--- config.mk ---
export PLATFORM = sky130hd
export DESIGN_NAME = z80_ir_refresh
export DESIGN_NICKNAME = d
export VERILOG_FILES = /design/src/rtl/z80_ir_refresh_pkg.sv /design/src/rtl/z80_ir_refresh_r_counter.sv /design/src/rtl/z80_ir_refresh.sv
export SDC_FILE = /design/constraint.sdc
export NUM_CORES = 1
export LEC_CHECK = 0
export ABC_AREA = 1
export CORE_MARGIN = 10
export CORE_UTILIZATION = 25
export CTS_CLUSTER_DIAMETER = 80
export CTS_CLUSTER_SIZE = 24
export DETAILED_ROUTE_END_ITERATION = 8
export GPL_TIMING_DRIVEN = 0
export PLACE_DENSITY = 0.51
export SLEW_MARGIN = 20
export SYNTH_ARGS = -nofsm -noshare
export SYNTH_HDL_FRONTEND = slang
export SYNTH_SLANG_ARGS = --single-unit
--- constraint.sdc ---
create_clock -name clk -period 1.74 [get_ports clk]
set_clock_uncertainty 0.2 [all_clocks]
set_input_delay 0.348 -clock clk [delete_from_list [all_inputs] [get_ports clk]]
set_output_delay 0.348 -clock clk [all_outputs]
set_load 0.03 [all_outputs]
--- src/rtl/z80_ir_refresh_pkg.sv ---
// Shared definitions for the Z80 I/R register and DRAM refresh sequencer.
package z80_ir_refresh_pkg;

    typedef enum logic [1:0] {
        RF_IDLE = 2'd0,
        RF_T3   = 2'd1,
        RF_T4   = 2'd2
    } rf_state_e;

    localparam logic [7:0] R_INC_MASK = 8'h7F;
    localparam logic [7:0] I_RST_VAL  = 8'h00;
    localparam logic [7:0] R_RST_VAL  = 8'h00;

    // Only the low 7 bits of R count; bit 7 is whatever was last loaded.
    function automatic logic [7:0] r_next(input logic [7:0] r);
        logic [7:0] sum;
        sum    = r + 8'd1;
        r_next = (r & ~R_INC_MASK) | (sum & R_INC_MASK);
    endfunction

endpackage

--- src/rtl/z80_ir_refresh_r_counter.sv ---
// Z80 R register: full 8-bit load, 7-bit wrapping increment, load beats increment.
module z80_r_counter
    import z80_ir_refresh_pkg::*;
(
    input  logic       clk,
    input  logic       reset,
    input  logic       r_we,
    input  logic       r_inc,
    input  logic [7:0] wdata,
    output logic [7:0] reg_r
);

    logic [7:0] r_d, r_q;

    always_comb begin
        r_d = r_q;
        if (r_we)
            r_d = wdata;
        else if (r_inc)
            r_d = r_next(r_q);
    end

    always_ff @(posedge clk) begin
        if (reset)
            r_q <= R_RST_VAL;
        else
            r_q <= r_d;
    end

    assign reg_r = r_q;

endmodule

--- src/rtl/z80_ir_refresh.sv ---
// Z80 I/R registers and the T3/T4 refresh half of every M1 cycle.
module z80_ir_refresh
    import z80_ir_refresh_pkg::*;
(
    input  logic        clk,
    input  logic        reset,
    input  logic        m1_start,
    input  logic        i_we,
    input  logic        r_we,
    input  logic [7:0]  wdata,
    output logic [7:0]  reg_i,
    output logic [7:0]  reg_r,
    output logic        rfsh,
    output logic        rfsh_mreq,
    output logic [15:0] rfsh_addr,
    output logic        busy,
    output logic        overrun
);

    rf_state_e   state_d, state_q;
    logic [7:0]  i_d, i_q;
    logic [15:0] addr_d, addr_q;
    logic        overrun_d, overrun_q;
    logic        start_ok;

    // A start on the T4->IDLE edge sees state_q==RF_T4, so it is dropped too.
    assign start_ok = m1_start && (state_q == RF_IDLE);

    always_comb begin
        state_d = state_q;
        case (state_q)
            RF_IDLE: if (m1_start) state_d = RF_T3;
            RF_T3:   state_d = RF_T4;
            RF_T4:   state_d = RF_IDLE;
            default: state_d = RF_IDLE;
        endcase
    end

    always_comb begin
        i_d       = i_we ? wdata : i_q;
        addr_d    = start_ok ? {i_q, reg_r} : addr_q;
        overrun_d = m1_start && (state_q != RF_IDLE);
    end

    always_ff @(posedge clk) begin
        if (reset) begin
            state_q   <= RF_IDLE;
            i_q       <= I_RST_VAL;
            addr_q    <= 16'h0000;
            overrun_q <= 1'b0;
        end else begin
            state_q   <= state_d;
            i_q       <= i_d;
            addr_q    <= addr_d;
            overrun_q <= overrun_d;
        end
    end

    z80_r_counter u_r_counter (
        .clk   (clk),
        .reset (reset),
        .r_we  (r_we),
        .r_inc (state_q == RF_T4),
        .wdata (wdata),
        .reg_r (reg_r)
    );

    assign reg_i     = i_q;
    assign rfsh      = (state_q == RF_T3) || (state_q == RF_T4);
    assign rfsh_mreq = (state_q == RF_T3);
    assign rfsh_addr = addr_q;
    assign busy      = (state_q != RF_IDLE);
    assign overrun   = overrun_q;

endmodule

==> metrics.md <==
| Metric | Value |
|---|---|
| R2r setup slk | `290 ps` |
| Number of diodes | `0` |
| Die Span X | `95.5 um` |
| Primary FF master, synth | `dfxtp_1` |
| Final Hold Vio Count | `0` |
| Total chip power | `2.19 mW` |
| Final Non-Filler Cells | `307` |
| Netlist cell types | `22` |
| Area Overhead vs Synth | `41.4%` |
| Final Critical Period | `1680 ps` |
| Worst r2r path cells | `6` |
| Cell count after synthesis | `181` |
| Slew @ Worst Pin | `~320 ps` |
| Worst IR Drop VDD | `0.449 mV` |
| Initial core utilization | `25.9%` |
| Die area | `about 9100 um^2` |
| Io pins | `49` |
| Power Density | `1090 nW/um^2` |
| Dpl cells | `300` |
| Fin area | `about 2000 um^2` |
| Worst slack, placed | `-196 ps` |
| FF+latch count, synth | `35` |
| WL/cell | `13.0 um` |
| Global route overflow | `0` |
| EDFF count, synth | `0` |
| CTS Buf Count | `5` |
| Synth warnings | `0` |
| Fraction of layout cells with a size suffix above 1 | `12.8%` |
| Detail Placement HPWL | `3130 um` |
| Vias | `1316` |
| Kind of critical path | `register to primary output` |
| Commonest cells in the netlist | `47 x nor2_1, 35 x dfxtp_1, 29 x o21ai_0` |
| Clock tree root buffer cell | `clkbuf_8` |
| Initial antenna violation count | `0` |
| Worst-path clk slew | `~70 ps` |
| ANT nets after route | `0` |
| Hold Crit Class | `input port to register` |
| Slew HR | `79.0%` |
| Multi-input combinational cell area | `617 um^2` |
| TritonCTS clock tree | `built` |
| Register area | `702 um^2` |
| Vias in the first global route | `roughly 1300` |
| Worst-Skew Late Latency | `280 ps` |
| Worst hold start | `r_we` |
| Detailed Routing Iterations Pass 1 | `4` |
| Cell taking the most area after synthesis | `dfxtp_1` |
| Postcts setup bufs | `0` |
| Routed wire length | `between 4000 and 5000 um` |
| Min setup slack post-route | `about 60 ps` |
| Final nets | `253` |
| Fin crit share | `96.5%` |
| Die Ht | `95.5 um` |
| Post-DP Area | `1980 um^2` |
| Status | `finished, final reports clean` |
| Slew Limit Fails | `0` |
| Reg2reg start | `state_q[0]` |
| GPL Wtd Cong | `0.749` |
| Vias per cell | `4.29` |
| Top cells by area, synth | `dfxtp_1 49%, nor2_1 12%, o21ai_0 10%, ha_1 4.4%, a21oi_1 3.5%` |
| Residual DRC count | `0` |
| # fillers | `583` |
| Post-synthesis net count | `199` |
| RR Endpoint | `rfsh_addr[10]` |
| Mapped cell area | `1420 um^2` |
| Hold Crit Endpoint | `u_r_counter.reg_r[7]` |
| CTS Buffer Depth | `2` |
| Largest net degree at the start of global routing | `11` |
| CTS H-Tree Depth | `2` |
| First-pass GRT wire length | `6660 um` |
| Num rows | `27` |
| Async SR Flop Fraction | `0%` |
| Achievable Freq | `0.596 GHz` |
| Lkg Pwr | `0.956 nW` |
| Syn Area/Cell | `7.87 um^2` |
| Most numerous cell in the Yosys netlist | `nor2_1` |
| I/O Buffers | `47` |
| RSZ-0062 raised after global routing | `no` |
| Gr usage total | `9.36%` |
| Post-synth top area share | `roughly 49%` |
| Endpoint class of the critical path | `primary output` |
| CP arrival | `1130 ps` |
| Worst path required time | `1190 ps` |
| Crit path max fanout | `4` |
| Setup Viol. Count Final | `0` |
| Core area | `around 5500 um^2` |
| TritonCTS Sinks | `35` |
| Hold Crit Depth | `3` |
| Worst setup SP type | `register` |
| Max Cap Viol | `0` |
| Iteration-0 DRC Markers | `75` |
| Register area share after synthesis | `49.2%` |
layout by cell type, fill, tap and decap left out, types with 3 or more instances in the layout:
| cell type | count |
|---|---|
| nor2_1 | 47 |
| dfxtp_1 | 34 |
| o21ai_0 | 29 |
| dlygate4sd2_1 | 29 |
| nand2_1 | 13 |
| inv_1 | 11 |
| clkdlybuf4s50_1 | 11 |
| a21oi_1 | 10 |
| nand3_1 | 7 |
| clkbuf_2 | 6 |
| clkbuf_8 | 6 |
| inv_2 | 4 |
| a22oi_1 | 4 |
| ha_1 | 4 |
| buf_2 | 3 |
final cells by class:
cell class | count | area share [%]
Clock inverter | 1 | 0.249
Tap cell | 72 | 4.47
Buffer | 6 | 2.30
Sequential cell | 35 | 34.9
Timing Repair Buffer | 47 | 20.3
Multi-Input combinational cell | 124 | 30.6
Inverter | 16 | 3.11
Clock buffer | 6 | 4.10
cells by family (layout without fill, tap and decap cells):
kind of cell | after synthesis | after routing | synth area share [%]
AOI/OAI and AO/OA | 46 | 46 | 17.2
xor gates and xnor gates | 2 | 2 | 1.23
adders and majority gates | 5 | 5 | 4.39
buffers and inverters | 22 | 76 | 7.65
DFF | 35 | 35 | 49.2
and+or+nand+nor | 71 | 71 | 20.3
worst max-delay path by stage:
stage | startpoint | to | slack (ps) | depth (start not counted)
after floorplan | u_r_counter.reg_r[0] | u_r_counter.reg_r[6] | 280 | 6
after global placement | state_q[0] | busy | -190 | 4
after detailed placement | state_q[0] | busy | -200 | 4
after CTS | state_q[0] | busy | 1 | 4
after global routing | state_q[0] | rfsh | 7 | 3
final | state_q[0] | rfsh | 60 | 3
repair_timing:
action	4_1_cts	5_1_grt
hold buffers	0	0
gates resized for setup	49	15
pin swaps	0	0
setup endpoints to repair	36	7
where the power goes:
group | switching [mW] | internal (mW)
Sequential | 0.0535 | 0.893
Clock | 0.277 | 0.310
Combinational | 0.426 | 0.228
Total | 0.757 | 1.43
per-layer routing:
layer  track usage [%]  routed length (um)  share of wire (%)  vias to the layer above
li1                  -                   -                  -                      698
met3              4.71                 364                9.1                        5
met2              14.5                1750                 44                       35
met1              11.0                1840                 46                      578
met4              2.95                  51                1.3                        0
met5                 0                   0                  0                        -
critical path: stages (launching register included):
cell	delay, ps
dfxtp_1	350
inv_2	60
ha_2	320
buf_6	120
registers in the layout, summed over array words and instances, names as in the netlist:
| register | flops |
|---|---|
| overrun | 1 |
| reg_i | 8 |
| u_r_counter.reg_r | 8 |
| rfsh_addr | 16 |
| state_q | 2 |
stage by stage:
stage / hold slack (ps) / utilization, % / TNS (ps)
finish: 163 / 36.6 / 0
global route: 170 / 36.6 / 0
detailed placement: 272 / 36.0 / -590
global placement: 262 / 36.0 / -789
CTS: 159 / 36.7 / 0
floorplan: 217 / - / 0
(Power assumes the default switching activity.)
